`src/rtl/period_meter.sv`:
```
// Period meter for a slow, asynchronous square wave: synchronizes sig_in, times
// the gap between edges in clk cycles, and reports half-period, period, lock and stall.
module period_meter #(
   parameter int W        = 32,
   parameter int TIMEOUT  = 1000000,
   parameter int LOCK_CNT = 4
) (
   input  logic         clk,
   input  logic         rst,
   input  logic         sig_in,
   output logic         rise_tick,
   output logic         fall_tick,
   output logic [W-1:0] half_period,
   output logic [W-1:0] period,
   output logic         meas_valid,
   output logic         locked,
   output logic         stalled
);

   // state  | meaning
   // SEARCH | no usable edge history; first edge tick arms the meter
   // ARMED  | one edge seen; next edge tick yields the first measurement
   // TRACK  | measuring every edge; lock once LOCK_CNT equal half-periods in a row
   typedef enum logic [1:0] {SEARCH, ARMED, TRACK} state_t;

   localparam int              MW      = $clog2(LOCK_CNT + 1);
   localparam logic [W-1:0]    CNT_MAX = '1;
   localparam logic [W-1:0]    TO_VAL  = W'(TIMEOUT);
   localparam logic [MW-1:0]   MC_MAX  = MW'(LOCK_CNT);

   state_t          state, state_next;
   logic            s1, s2, s3;
   logic [W-1:0]    cnt;
   logic [W-1:0]    high_time, low_time;
   logic            have_high, have_low;
   logic [MW-1:0]   mc;
   logic            tick, timeout;
   logic [W:0]      sum;

   assign tick    = rise_tick | fall_tick;
   // An edge tick landing on the timeout cycle wins: it is a valid measurement.
   assign timeout = (state != SEARCH) && (cnt == TO_VAL) && !tick;
   assign sum     = {1'b0, high_time} + {1'b0, low_time};
   assign locked  = (state == TRACK) && (mc == MC_MAX);

   always_ff @(posedge clk or posedge rst) begin
      if (rst) begin
         s1        <= 1'b0;
         s2        <= 1'b0;
         s3        <= 1'b0;
         rise_tick <= 1'b0;
         fall_tick <= 1'b0;
      end else begin
         s1        <= sig_in;
         s2        <= s1;
         s3        <= s2;
         rise_tick <= s2 & ~s3;
         fall_tick <= ~s2 & s3;
      end
   end

   always_ff @(posedge clk or posedge rst) begin
      if (rst)
         cnt <= '0;
      else if (tick)
         cnt <= W'(1);
      else if (cnt != CNT_MAX)
         cnt <= cnt + 1'b1;
   end

   always_ff @(posedge clk or posedge rst) begin
      if (rst)
         state <= SEARCH;
      else
         state <= state_next;
   end

   always_comb begin
      state_next = state;
      case (state)
         SEARCH: if (tick) state_next = ARMED;
         ARMED: begin
            if (tick)
               state_next = TRACK;
            else if (timeout)
               state_next = SEARCH;
         end
         TRACK: if (timeout) state_next = SEARCH;
         default: state_next = SEARCH;
      endcase
   end

   always_ff @(posedge clk or posedge rst) begin
      if (rst) begin
         half_period <= '0;
         period      <= '0;
         high_time   <= '0;
         low_time    <= '0;
         have_high   <= 1'b0;
         have_low    <= 1'b0;
         mc          <= '0;
         meas_valid  <= 1'b0;
         stalled     <= 1'b0;
      end else begin
         meas_valid <= 1'b0;
         // Period follows the measurement by one cycle, once both halves are known.
         if (meas_valid && have_high && have_low)
            period <= sum[W] ? CNT_MAX : sum[W-1:0];
         if (state == SEARCH) begin
            if (tick)
               stalled <= 1'b0;
         end else if (tick) begin
            half_period <= cnt;
            meas_valid  <= 1'b1;
            if (rise_tick) begin
               low_time <= cnt;
               have_low <= 1'b1;
            end else begin
               high_time <= cnt;
               have_high <= 1'b1;
            end
            if (state == ARMED || cnt != half_period)
               mc <= MW'(1);
            else if (mc != MC_MAX)
               mc <= mc + 1'b1;
         end else if (timeout) begin
            stalled   <= 1'b1;
            mc        <= '0;
            high_time <= '0;
            low_time  <= '0;
            have_high <= 1'b0;
            have_low  <= 1'b0;
            period    <= '0;
         end
      end
   end

endmodule

```
`config.mk`:
```
export PLATFORM = sky130hd
export DESIGN_NAME = period_meter
export DESIGN_NICKNAME = d
export VERILOG_FILES = /design/src/rtl/period_meter.sv
export SDC_FILE = /design/constraint.sdc
export NUM_CORES = 1
export LEC_CHECK = 0
export BUFFER_PORTS_ARGS = -buffer_cell sky130_fd_sc_hd__buf_2
export CAP_MARGIN = 20
export CELL_PAD_IN_SITES_DETAIL_PLACEMENT = 1
export CELL_PAD_IN_SITES_GLOBAL_PLACEMENT = 2
export CORE_MARGIN = 3
export CORE_UTILIZATION = 40
export CTS_CLUSTER_SIZE = 40
export DETAILED_ROUTE_END_ITERATION = 8
export GPL_TIMING_DRIVEN = 1
export HOLD_SLACK_MARGIN = 0.08
export PLACE_DENSITY_LB_ADDON = 0.05
export SYNTH_ARGS = -nofsm -noshare
export SYNTH_HDL_FRONTEND = slang
export SYNTH_SLANG_ARGS = --single-unit
```
`constraint.sdc`:
```
create_clock -name clk -period 6.88 [get_ports clk]
set_input_delay 0.344 -clock clk [delete_from_list [all_inputs] [get_ports clk]]
set_output_delay 0.344 -clock clk [all_outputs]
set_load 0.005 [all_outputs]
```
Yosys cells after proc, flatten, opt, wreduce, memory -nomap -nowiden --
Index checks and enable logic that the tools add are counted.
Word-level totals: word-level logic and storage cells 84, input port bits 3, bits in registers 174
Operators by class: bitwise gates (word level) 6, $add $sub $neg 3, muxes and demuxes 31, reductions and logical operators 16, eq/ne operators 12
Operators by type and width (number):
- $mux W32 | 12
- $add A32 B32 Y33 | 1
- $add A32 B1 Y32 const B | 1
- $eq A32 B20 Y1 const B | 1
- $ne A32 B32 Y1 | 1
- $ne A32 B32 Y1 const B | 1
- $mux W3 | 4
- $reduce_and A3 Y1 | 4
- $mux W1 | 11
- $mux W2 | 3
- $ne A2 B2 Y1 const B | 3
- $pmux W2 S3 | 1
- $reduce_bool A2 Y1 | 3
- $logic_and A1 B1 Y1 | 5
- $add A3 B1 Y3 const B | 1
- $eq A3 B3 Y1 const B | 1
- $ne A3 B1 Y1 const B | 1
- $ne A3 B3 Y1 const B | 1
- $not A1 Y1 | 3
- $and A1 B1 Y1 | 2
- $eq A2 B1 Y1 const B | 1
- $eq A2 B2 Y1 const B | 1
- $logic_not A2 Y1 | 1
- $ne A2 B1 Y1 const B | 1
- other kinds (4) | 4

Logic depth before layout (Yosys ltp) --
Gate-level depths: netlist (run 1).
depth after elaboration 6, depth in mapped cells 13, gate-level depth less buffers 10

Worst setup path before layout (run 1) --
OpenSTA, ideal clock, no wires.
path type register to register, from reg high_time[0], to reg period[30], arrival 2446 ps, period minus slack after synthesis 2540 ps, path buffers 0, setup slack 4340 ps, cell stages (with the launch flop) 11, cells stage by stage dfrtp_1 > ha_1 > fa_1 > a211oi_1 > o211ai_1 > nand4_1 > a21oi_1 > nand2b_1 > a311oi_1 > xor2_1 > a211oi_1
Between the ends: cells in the longest elaborated chain, start to end 6
RTL lines:
- start: declaration | RTL line 34 | logic [W-1:0] high_time, low_time;
- start signal: assignment | RTL line 119 | high_time <= cnt;
- $add A32 B32 Y33 (*) | RTL line 43 | assign sum = {1'b0, high_time} + {1'b0, low_time};
- $mux W32 (*) | RTL line 108 | period <= sum[W] ? CNT_MAX : sum[W-1:0];
- $mux W32 (*) | RTL line 107 | if (meas_valid && have_high && have_low)
- $mux W32 | RTL line 126 | end else if (timeout) begin
- $mux W32 | RTL line 112 | end else if (tick) begin
- $mux W32 (*) | RTL line 109 | if (state == SEARCH) begin
- end signal: assignment | RTL line 108
- end: declaration | RTL line 14 | output logic [W-1:0] period,
Every way passes the cells marked *; elsewhere a longest branch is shown, timed or not. A chain may end at the register's enable or synchronous reset.

Final worst setup path (run 1) --
from reg high_time[0], to reg period[2]
Same word-level chain as after synthesis.

==> results of run 1 <==
[metrics by stage]
stage / setup WS (ns) / total power [W] / hold WS, ns
final: 3.736 / 0.002909 / 0.1132
after global placement: 3.510 / 0.001900 / 0.3375
after CTS: 3.304 / 0.002945 / 0.1483
after floorplan: 1.819 / 0.001692 / 0.3312
after global routing: 3.527 / 0.003085 / 0.1853
after detailed placement: 3.291 / 0.001932 / 0.3433
[power groups by stage]
| stage | Clock (W) | Combinational (W) | Sequential, W |
|---|---|---|---|
| 6_report | 0.00101 | 0.000634 | 0.00127 |
| 5_1_grt | 0.00108 | 0.000715 | 0.00129 |
| 4_1_cts | 0.00103 | 0.000641 | 0.00127 |
| 3_5_place_dp | 0 | 0.000638 | 0.00129 |
| 3_3_place_gp | 0 | 0.000621 | 0.00128 |
| 2_1_floorplan | 0 | 0.000415 | 0.00128 |
[worst min path at each step]
stage	start	endpoint
6_report	rst	half_period[6]
3_3_place_gp	s1	s2
3_5_place_dp	s1	s2
5_1_grt	rst	half_period[8]
2_1_floorplan	s1	s2
4_1_cts	rst	half_period[6]
[flip-flops by register name, indices dropped and copies added, names as in the netlist, 2 cells and up]
name	cells
mc	3
high_time	32
low_time	32
state	2
period	32
cnt	32
half_period	32
[cells by family (layout without fill, tap and decap cells)]
kind of cell	Yosys count	after routing
AOI/OAI and AO/OA	211	211
xor gates and xnor gates	85	85
and+or+nand+nor	245	245
adders and majority gates	37	37
buffers and inverters	84	129
muxes	29	29
DFF	174	174
[cell usage after synthesis (all sizes together), types with 2 or more instances]
cell	number
xor2	60
nor4b	2
mux2	28
o211ai	5
buf	35
o21bai	4
dfrtp	174
a41oi	2
o21ai	38
a21boi	2
o31ai	2
and3	9
nand2b	8
a22o	57
nor2b	3
a211oi	36
or2	4
nand3	17
a211o	2
clkbuf	32
a31oi	6
o21a	3
nor2	82
a221o	2
a21o	11
or3	6
inv	17
nor4	11
ha	36
and2	6
xnor2	25
nand2	58
nor3	11
a21oi	34
and4	9
nand4	16
[routing by layer]
metal	vias to the layer above	routed length [um]	GRT usage (%)	part of all wire, %
li1	3148	-	-	-
met1	3398	11540	27.51	49
met2	117	11250	33.18	47
met3	18	673	3.689	2.8
met4	0	331	4.752	1.4
met5	-	0	0	0
[what timing repair did]
item                      4_1_cts  5_1_grt
buffers inserted                0        0
hold buffers                    1        0
hold endpoints to repair        1        0
[layout make-up]
cell class	count	area share (%)
clock buffer	17	4.219
clock inverter	15	1.799
inverter	17	0.6825
multi-input combinational	607	42.34
sequential	174	43.19
tap	280	3.475
timing repair buffer	80	4.294
[cells in the final DEF (no fill, tap or decap), types with 17 or more instances in the layout]
cell         n
a211oi_1    34
a22o_1      57
ha_1        36
o21ai_0     36
xor2_1      60
nand3_1     17
buf_2       71
nand2_1     56
xnor2_1     25
mux2_2      28
clkbuf_16   17
dfrtp_1    174
a21oi_1     33
nor2_1      81
[worst max-delay path: stages, from the launching register on]
cell and delay, ns:
dfrtp_1 0.39, ha_1 0.25, fa_1 0.43, a211oi_1 0.35, o211ai_1 0.22, nand4_1 0.22
a21oi_1 0.12, o211a_1 0.28, nor2_2 0.41, buf_8 0.23, a211oi_1 0.09
==> run_summary.xml, run 1 <==
<?xml version="1.0" encoding="UTF-8"?>
<metrics>
  <group name="yosys">
    <metric name="ys_warn_count" unit="">0</metric>
    <metric name="synth_fp_nets" unit="">905</metric>
    <metric name="synthesis.area" unit="um^2">9016</metric>
    <metric name="synth.distinct_cells" unit="">61</metric>
    <metric name="synth-xor-area-share" unit="%">8.257</metric>
    <metric name="synth_async_sr_flop_share" unit="%">100.0</metric>
    <metric name="ys_dominant_reg_cell" unit="">dfrtp_1</metric>
    <metric name="synth-compound-area-share" unit="%">16.81</metric>
    <metric name="synth_simple_gate_area_share" unit="%">13.31</metric>
    <metric name="synth_top_area_share" unit="%">48.29</metric>
    <metric name="total_of_flip_flops_plus_latches_after_synthesis" unit="">174</metric>
    <metric name="synth_area_leader_cell" unit="">dfrtp_1</metric>
    <metric name="post_synth_mux_area_share" unit="%">3.608</metric>
    <metric name="synth_fa_ha_area_share" unit="%">5.218</metric>
    <metric name="synth_top_family_by_area" unit="">compound AO/OA/AOI/OAI gates</metric>
    <metric name="yosys-top-cells-area" unit="">dfrtp_1 (48%), xor2_1 (5.8%), a22o_1 (5.5%)</metric>
    <metric name="synth-edff-count" unit="">0</metric>
    <metric name="synth.avg_cell_area" unit="um^2">10.42</metric>
    <metric name="synth.yosys.seq_area_share" unit="%">48.29</metric>
    <metric name="instance_count_of_the_mapped_netlist" unit="">865</metric>
  </group>
  <group name="worst_setup_path">
    <metric name="timing.reg2reg.worst_path_depth" unit="">10</metric>
    <metric name="setup.worst_path.class" unit="">reg2reg</metric>
    <metric name="r2r-start" unit="">high_time[0]</metric>
    <metric name="r2r_setup_slack" unit="ns">3.74</metric>
    <metric name="worst-path-max-fanout" unit="">21</metric>
    <metric name="critPathRequiredTime" unit="ns">7.17</metric>
    <metric name="critPathCapture" unit="">period[2]</metric>
    <metric name="crit_arrival" unit="ns">3.43</metric>
    <metric name="crit-reg2reg-capture" unit="">period[2]</metric>
    <metric name="worst_setup_path_startpoint" unit="">high_time[0]</metric>
    <metric name="critical_path.endpoint_type" unit="">flip-flop</metric>
    <metric name="critical_path_startpoint_category" unit="">flip-flop</metric>
  </group>
  <group name="global_routing">
    <metric name="global_route_wire_length_before_repair" unit="um">38870</metric>
    <metric name="grt_max_degree" unit="">102</metric>
    <metric name="grt_use_total" unit="%">20.05</metric>
    <metric name="grt-ovfl-total" unit="">0</metric>
    <metric name="grt_antenna_before_repair" unit="">0</metric>
    <metric name="via_count_of_the_first_global_routing_pass" unit="">7146</metric>
  </group>
  <group name="route">
    <metric name="wl_per_cell" unit="um">19.99</metric>
    <metric name="route.vias.total" unit="">6681</metric>
    <metric name="final_antenna_net_count" unit="">0</metric>
    <metric name="wirelength" unit="um">23790</metric>
    <metric name="firstDrtPassIters" unit="">4</metric>
    <metric name="drt_drc_violations_left" unit="">0</metric>
    <metric name="drt_first_iter_violations" unit="">213</metric>
    <metric name="via_density_per_instance" unit="">5.614</metric>
  </group>
  <group name="floorplan">
    <metric name="die-area" unit="um^2">24380</metric>
    <metric name="boundaryPins" unit="">72</metric>
    <metric name="die_height" unit="um">156.1</metric>
    <metric name="row_count" unit="">54</metric>
    <metric name="floorplan.core_area" unit="um^2">21960</metric>
    <metric name="die_w" unit="um">156.1</metric>
    <metric name="initial_core_util" unit="%">41.06</metric>
  </group>
  <group name="timing">
    <metric name="final_hold_vio_count" unit="">0</metric>
    <metric name="final-setup-viol-count" unit="">0</metric>
    <metric name="fin_tns_setup" unit="ns">0</metric>
    <metric name="final.min_clock_period" unit="ns">3.144</metric>
    <metric name="fin_skew" unit="ns">0.01241</metric>
    <metric name="rsz0062_at_grt" unit="">false</metric>
    <metric name="max_freq" unit="GHz">0.3181</metric>
    <metric name="timing_worst_slew_pin_value" unit="ns">1.010</metric>
    <metric name="max_slew_margin" unit="%">32.40</metric>
    <metric name="post-route-period-util" unit="%">45.70</metric>
    <metric name="maxSlewViolCount" unit="">0</metric>
  </group>
  <group name="power_and_ir_drop">
    <metric name="cellInternalPower" unit="W">0.002013</metric>
    <metric name="ir_drop" unit="mV">0.1592</metric>
    <metric name="power_density" unit="nW/um^2">288.5</metric>
    <metric name="p_sw_share" unit="%">30.80</metric>
    <metric name="switchingPower" unit="W">0.0008959</metric>
    <metric name="seq_power_share" unit="%">43.6</metric>
    <metric name="leak_pwr" unit="nW">4.961</metric>
    <metric name="pwr-share-comb" unit="%">21.8</metric>
    <metric name="share_clk_of_total_power" unit="%">34.6</metric>
  </group>
  <group name="placement">
    <metric name="io_buffers" unit="">71</metric>
    <metric name="finalWeightedCongestion" unit="">0.8122</metric>
    <metric name="dp_cells" unit="">1156</metric>
    <metric name="post_dp_cell_area" unit="um^2">9450</metric>
    <metric name="place.detailed.hpwl" unit="um">17320</metric>
  </group>
  <group name="layout">
    <metric name="finalNonFillerCells" unit="">1190</metric>
    <metric name="num-fill-cells" unit="">2417</metric>
    <metric name="final_core_utilization" unit="%">45.91</metric>
    <metric name="area_taken_by_multi_input_logic_gates" unit="um^2">4269</metric>
    <metric name="syn2layout_area_growth" unit="%">11.82</metric>
    <metric name="seq_area" unit="um^2">4354</metric>
    <metric name="final_cell_area" unit="um^2">10080</metric>
    <metric name="fin_nets" unit="">937</metric>
    <metric name="layout-drive-gt1-share" unit="%">17.14</metric>
    <metric name="antenna-diode-count" unit="">0</metric>
  </group>
  <group name="outcome">
    <metric name="run_status" unit="">completed</metric>
  </group>
  <group name="cts">
    <metric name="tritoncts" unit="">built</metric>
    <metric name="ctsRootBufferMaster" unit="">clkbuf_16</metric>
    <metric name="htreeDepth" unit="">4</metric>
    <metric name="ctsLongestPathBuffers" unit="">2</metric>
    <metric name="cts.sink_count" unit="">174</metric>
    <metric name="cts.clk_slew.worst_paths" unit="ns">0.07</metric>
    <metric name="cts_resized" unit="">0</metric>
    <metric name="numCtsBuffers" unit="">17</metric>
    <metric name="insertion_delay_of_the_later_clocked_pin_in_the_worst_skew_pair" unit="ns">0.43</metric>
  </group>
  <group name="run">
    <metric name="max-cap-violations" unit="">0</metric>
  </group>
  <group name="hold_path">
    <metric name="hold_path.class" unit="">in2async</metric>
  </group>
</metrics>
(Power assumes the default switching activity.)
==> inputs of run 2 (changes only) <==
- clock period: 6.88 -> 3.1 ns (I/O delays scaled with it)
==> run_summary.xml, run 2 (synthesized netlist as in run 1, its figures left out) <==
<?xml version="1.0" encoding="UTF-8"?>
<metrics>
  <group name="layout">
    <metric name="num-fill-cells" unit="">2405</metric>
    <metric name="antenna-diode-count" unit="">0</metric>
    <metric name="most-common-layout-cells" unit="">dfrtp_1 (174), nor2_1 (81), buf_2 (71)</metric>
    <metric name="area_taken_by_multi_input_logic_gates" unit="um^2">4262</metric>
    <metric name="final_cell_area" unit="um^2">10320</metric>
    <metric name="layout.cells.most_common" unit="">dfrtp_1</metric>
    <metric name="fin_nets" unit="">966</metric>
    <metric name="syn2layout_area_growth" unit="%">14.43</metric>
    <metric name="finalNonFillerCells" unit="">1219</metric>
    <metric name="seq_area" unit="um^2">4354</metric>
    <metric name="layout-drive-gt1-share" unit="%">19.60</metric>
  </group>
  <group name="worst_setup_path">
    <metric name="crit_arrival" unit="ns">3.22</metric>
    <metric name="worst-path-buf-inv" unit="">0</metric>
    <metric name="crit_path_cell_trace" unit="">ha_1, fa_1, a211oi_1, o211ai_1, nand4_1, a21oi_1, nand2b_1, a311oi_1, xor2_1, a211oi_1</metric>
    <metric name="worst_path_dominant_cell_family" unit="">compound AO/OA/AOI/OAI gates</metric>
    <metric name="max_stage_delay" unit="ns">0.43</metric>
    <metric name="path_common_cell" unit="">a211oi_1</metric>
    <metric name="r2r-start" unit="">high_time[0]</metric>
    <metric name="setup.worst_path.class" unit="">reg2reg</metric>
    <metric name="critical_path_startpoint_category" unit="">flip-flop</metric>
    <metric name="worst-path-max-fanout" unit="">3</metric>
    <metric name="worst_setup_path_startpoint" unit="">high_time[0]</metric>
    <metric name="r2r_setup_slack" unit="ns">0.22</metric>
    <metric name="critPathRequiredTime" unit="ns">3.44</metric>
    <metric name="critical_path.endpoint_type" unit="">flip-flop</metric>
    <metric name="critical_path.slowest_cell" unit="">fa_1</metric>
  </group>
  <group name="global_routing">
    <metric name="global_route_wire_length_before_repair" unit="um">40500</metric>
    <metric name="grt-ovfl-total" unit="">0</metric>
    <metric name="via_count_of_the_first_global_routing_pass" unit="">7264</metric>
    <metric name="grt_antenna_before_repair" unit="">0</metric>
    <metric name="grt_max_degree" unit="">76</metric>
    <metric name="grt_use_total" unit="%">20.85</metric>
  </group>
  <group name="power_and_ir_drop">
    <metric name="power_density" unit="nW/um^2">622.5</metric>
    <metric name="leak_pwr" unit="nW">5.117</metric>
    <metric name="ir_drop" unit="mV">0.3629</metric>
  </group>
  <group name="placement">
    <metric name="dp_cells" unit="">1185</metric>
    <metric name="io_buffers" unit="">71</metric>
    <metric name="finalWeightedCongestion" unit="">0.7969</metric>
    <metric name="post_dp_cell_area" unit="um^2">9709</metric>
    <metric name="place.detailed.hpwl" unit="um">18190</metric>
  </group>
  <group name="cts">
    <metric name="insertion_delay_of_the_later_clocked_pin_in_the_worst_skew_pair" unit="ns">0.43</metric>
    <metric name="cts.clk_slew.worst_paths" unit="ns">0.08</metric>
    <metric name="htreeDepth" unit="">4</metric>
    <metric name="tritoncts" unit="">built</metric>
    <metric name="ctsLongestPathBuffers" unit="">2</metric>
    <metric name="ctsRootBufferMaster" unit="">clkbuf_16</metric>
    <metric name="cts.sink_count" unit="">174</metric>
    <metric name="numCtsBuffers" unit="">17</metric>
  </group>
  <group name="floorplan">
    <metric name="die_w" unit="um">156.1</metric>
    <metric name="die-area" unit="um^2">24380</metric>
    <metric name="row_count" unit="">54</metric>
    <metric name="floorplan.core_area" unit="um^2">21960</metric>
    <metric name="die_height" unit="um">156.1</metric>
    <metric name="boundaryPins" unit="">72</metric>
    <metric name="initial_core_util" unit="%">41.06</metric>
  </group>
  <group name="timing">
    <metric name="final_hold_vio_count" unit="">0</metric>
    <metric name="post-route-period-util" unit="%">92.99</metric>
    <metric name="max_slew_margin" unit="%">44.23</metric>
    <metric name="rsz0062_at_grt" unit="">false</metric>
    <metric name="hold_ws" unit="ns">0.3591</metric>
    <metric name="fin_tns_setup" unit="ns">0</metric>
    <metric name="fin_skew" unit="ns">0.01254</metric>
    <metric name="final-setup-viol-count" unit="">0</metric>
    <metric name="maxSlewViolCount" unit="">0</metric>
    <metric name="timing_worst_slew_pin_value" unit="ns">0.8347</metric>
    <metric name="max_freq" unit="GHz">0.3469</metric>
    <metric name="final.min_clock_period" unit="ns">2.883</metric>
  </group>
  <group name="route">
    <metric name="wl_per_cell" unit="um">19.85</metric>
    <metric name="route.vias.total" unit="">6767</metric>
    <metric name="via_density_per_instance" unit="">5.551</metric>
    <metric name="firstDrtPassIters" unit="">4</metric>
    <metric name="wirelength" unit="um">24200</metric>
    <metric name="drt_first_iter_violations" unit="">313</metric>
    <metric name="drt_drc_violations_left" unit="">0</metric>
    <metric name="final_antenna_net_count" unit="">0</metric>
  </group>
  <group name="hold_path">
    <metric name="worst_hold_startpoint" unit="">sig_in</metric>
    <metric name="hold_path.class" unit="">in2reg</metric>
  </group>
  <group name="outcome">
    <metric name="run_status" unit="">completed</metric>
  </group>
  <group name="run">
    <metric name="max-cap-violations" unit="">0</metric>
  </group>
</metrics>
## run 2: cell count changes in the layout (fill, tap and decap cells not counted), moves of 2 or more
cell	change
clkinv_2	-3
inv_6	-2
inv_8	+7
buf_4	+25
clkinv_8	+2
bufinv_16	-3
buf_12	+4
## run 2: power by group
part	total, W	internal (W)	switching (W)
combinational	0.00150	0.000643	0.000854
clock	0.00214	0.00109	0.00105
sequential	0.00279	0.00259	0.000194
## run 2: worst register-to-register path, stage by stage (launching register included)
cell	delay, ns
dfrtp_1	0.39
ha_1	0.24
fa_1	0.43
a211oi_1	0.33
o211ai_1	0.20
nand4_1	0.23
a21oi_1	0.09
nand2b_1	0.21
a311oi_1	0.34
xor2_1	0.11
a211oi_1	0.24
## run 2: final timing paths
| check | to | cells past startpoint |
|---|---|---|
| setup / recovery | period[30] | 10 |
| hold / removal | s1 | 2 |
| setup reg to reg | period[30] | 10 |
| hold reg to reg | s2 | 0 |
| max in group asynchronous | cnt[27] | 4 |
| min in group asynchronous | s1 | 3 |
## run 2: metrics by stage
stage                     total power (W)  util (%)  setup slack [ns]
after floorplan                  0.003755         -            0.5603
after global placement           0.004299     44.22            0.2622
after detailed placement         0.004369     44.22            0.1614
after CTS                        0.006534     46.99            0.1526
after global routing             0.006821     46.99          0.001107
final                            0.006423     46.99            0.2172
## run 2: layout make-up
type                    instances  area share [%]
well taps                     280           3.396
flip-flops and latches        174           42.20
clock inverters                15           1.577
clock buffers                  17           4.123
multi-input cells             607           41.30
inverters                      17          0.6549
repair buffers                109           6.743
## run 2: metal layers
| layer | vias up | share of wire, % | track usage (%) |
|---|---|---|---|
| met5 | - | 0 | 0 |
| met4 | 0 | 0.99 | 4.919 |
| met3 | 12 | 3.4 | 3.190 |
| met2 | 121 | 47 | 33.73 |
| met1 | 3415 | 48 | 29.67 |
| li1 | 3219 | - | - |
## run 2: timing repair
item                                    4_1_cts  5_1_grt
endpoints found under the setup margin        0        1
hold endpoints to repair                     35        0
gates resized for setup                       0        1
setup buffers                                 0        0
hold buffers                                  2        0
==> inputs of run 3 (changes only) <==
- CORE_MARGIN: 3 -> default
- PLACE_DENSITY: default -> 0.8
- PLACE_DENSITY_LB_ADDON: 0.05 -> default
- REMOVE_ABC_BUFFERS: default -> 1
==> run_summary.xml, run 3 (synthesized netlist as in run 1, its figures left out) <==
<?xml version="1.0" encoding="UTF-8"?>
<metrics>
  <group name="floorplan">
    <metric name="floorplan.core_area" unit="um^2">21960</metric>
    <metric name="row_count" unit="">54</metric>
    <metric name="die-area" unit="um^2">23150</metric>
    <metric name="die_w" unit="um">152.1</metric>
    <metric name="initial_core_util" unit="%">41.06</metric>
    <metric name="die_height" unit="um">152.1</metric>
    <metric name="boundaryPins" unit="">72</metric>
  </group>
  <group name="layout">
    <metric name="syn2layout_area_growth" unit="%">14.29</metric>
    <metric name="antenna-diode-count" unit="">0</metric>
    <metric name="most-common-layout-cells" unit="">dfrtp_1 (174), nor2_1 (81), buf_2 (71)</metric>
    <metric name="fin_nets" unit="">968</metric>
    <metric name="num-fill-cells" unit="">2407</metric>
    <metric name="layout.cells.most_common" unit="">dfrtp_1</metric>
    <metric name="layout-drive-gt1-share" unit="%">19.77</metric>
  </group>
  <group name="global_routing">
    <metric name="grt_antenna_before_repair" unit="">0</metric>
    <metric name="grt_max_degree" unit="">63</metric>
    <metric name="global_route_wire_length_before_repair" unit="um">39230</metric>
    <metric name="via_count_of_the_first_global_routing_pass" unit="">7047</metric>
    <metric name="grt_use_total" unit="%">21.49</metric>
    <metric name="grt-ovfl-total" unit="">0</metric>
  </group>
  <group name="worst_setup_path">
    <metric name="critical_path.endpoint_type" unit="">flip-flop</metric>
    <metric name="critPathRequiredTime" unit="ns">3.43</metric>
    <metric name="crit_arrival" unit="ns">3.15</metric>
    <metric name="critical_path_startpoint_category" unit="">flip-flop</metric>
    <metric name="timing.reg2reg.worst_path_depth" unit="">10</metric>
    <metric name="worst-path-max-fanout" unit="">3</metric>
    <metric name="setup.worst_path.class" unit="">reg2reg</metric>
  </group>
  <group name="cts">
    <metric name="postcts_setup_bufs" unit="">0</metric>
    <metric name="insertion_delay_of_the_later_clocked_pin_in_the_worst_skew_pair" unit="ns">0.44</metric>
    <metric name="ctsLongestPathBuffers" unit="">2</metric>
    <metric name="tritoncts" unit="">built</metric>
    <metric name="cts.sink_count" unit="">174</metric>
    <metric name="ctsRootBufferMaster" unit="">clkbuf_16</metric>
    <metric name="cts.clk_slew.worst_paths" unit="ns">0.07</metric>
    <metric name="numCtsBuffers" unit="">17</metric>
    <metric name="htreeDepth" unit="">4</metric>
  </group>
  <group name="route">
    <metric name="wirelength" unit="um">23710</metric>
    <metric name="final_antenna_net_count" unit="">0</metric>
    <metric name="drt_drc_violations_left" unit="">10</metric>
    <metric name="wl_per_cell" unit="um">19.42</metric>
    <metric name="route.vias.total" unit="">6746</metric>
    <metric name="via_density_per_instance" unit="">5.525</metric>
    <metric name="firstDrtPassIters" unit="">8</metric>
    <metric name="drt_first_iter_violations" unit="">329</metric>
  </group>
  <group name="power_and_ir_drop">
    <metric name="power_density" unit="nW/um^2">611.8</metric>
    <metric name="ir_drop" unit="mV">0.3679</metric>
    <metric name="leak_pwr" unit="nW">5.121</metric>
  </group>
  <group name="timing">
    <metric name="rsz0062_at_grt" unit="">false</metric>
    <metric name="maxSlewViolCount" unit="">0</metric>
    <metric name="post-route-period-util" unit="%">91.00</metric>
    <metric name="fin_skew" unit="ns">0.01490</metric>
    <metric name="max_slew_margin" unit="%">59.70</metric>
    <metric name="timing_worst_slew_pin_value" unit="ns">0.6045</metric>
    <metric name="final.min_clock_period" unit="ns">2.821</metric>
    <metric name="final-setup-viol-count" unit="">0</metric>
    <metric name="fin_tns_setup" unit="ns">0</metric>
    <metric name="max_freq" unit="GHz">0.3545</metric>
    <metric name="hold_ws" unit="ns">0.3381</metric>
    <metric name="final_hold_vio_count" unit="">0</metric>
  </group>
  <group name="placement">
    <metric name="place.detailed.hpwl" unit="um">17420</metric>
    <metric name="io_buffers" unit="">71</metric>
    <metric name="finalWeightedCongestion" unit="">0.8068</metric>
  </group>
  <group name="run">
    <metric name="max-cap-violations" unit="">0</metric>
  </group>
  <group name="hold_path">
    <metric name="hold_path.class" unit="">in2async</metric>
  </group>
  <group name="outcome">
    <metric name="violations" unit="">design-rule violations</metric>
    <metric name="run_status" unit="">complete, but fails checks</metric>
  </group>
</metrics>
[run 3: routing by layer]
layer  global-route usage [%]  routed length, um  vias to the layer above
li1                         -                  -                     3215
met4                    6.074                369                        0
met5                        0                  0                        -
met2                    33.53              10680                      119
met3                    3.470                657                       29
met1                    30.84              12000                     3383
[run 3: power by group]
group	switching, W	total (W)	internal (W)
Sequential	0.000200	0.00279	0.00259
Clock	0.000930	0.00209	0.00116
Combinational	0.000806	0.00142	0.000618
[run 3: layout make-up]
class | count | area, um^2 | area share [%]
repair buffers | 111 | 698.2 | 6.775
multi-input cells | 607 | 4267 | 41.40
clock buffers | 20 | 456.7 | 4.432
clock inverters | 12 | 110.1 | 1.068
flip-flops and latches | 174 | 4354 | 42.25
inverters | 17 | 68.82 | 0.6678
well taps | 280 | 350.3 | 3.400
[run 3: what timing repair did]
item | in CTS | in global routing
gates resized for setup | 0 | 1
hold endpoints to repair | 59 | 0
setup endpoints to repair | 0 | 1
hold buffers | 2 | 0
[run 3: critical path: stages, from the launching register on]
cell      delay, ns
dfrtp_1        0.39
ha_1           0.24
fa_1           0.45
a211oi_2       0.28
o211ai_1       0.17
nand4_1        0.22
a21oi_1        0.08
nand2b_1       0.20
a311oi_1       0.32
xor2_1         0.10
a211oi_1       0.26
[run 3: worst paths after layout]
check | startpoint | to | slack (ns)
setup / recovery | high_time[0] | period[30] | 0.28
hold / removal | rst | half_period[8] | 0.34
setup reg to reg | high_time[0] | period[30] | 0.28
hold reg to reg | s1 | s2 | 0.35
max in group asynchronous | rst | half_period[30] | 1.95
min in group clk | s1 | s2 | 0.35
[run 3: per-stage QoR]
step | cells | util, % | total power (W) | area (um^2) | worst slack (ns)
6_report | 1221 | 46.93 | 0.006304 | 10300 | 0.2789
5_1_grt | 1221 | 46.93 | 0.006666 | 10300 | 0.06097
4_1_cts | 1221 | 46.91 | 0.006392 | 10300 | 0.2203
3_5_place_dp | 1187 | 44.23 | 0.004279 | 9713 | 0.2429
3_3_place_gp | 1187 | 44.23 | 0.004232 | 9713 | 0.3310
2_1_floorplan | 798 | - | 0.003662 | 8673 | -1.772
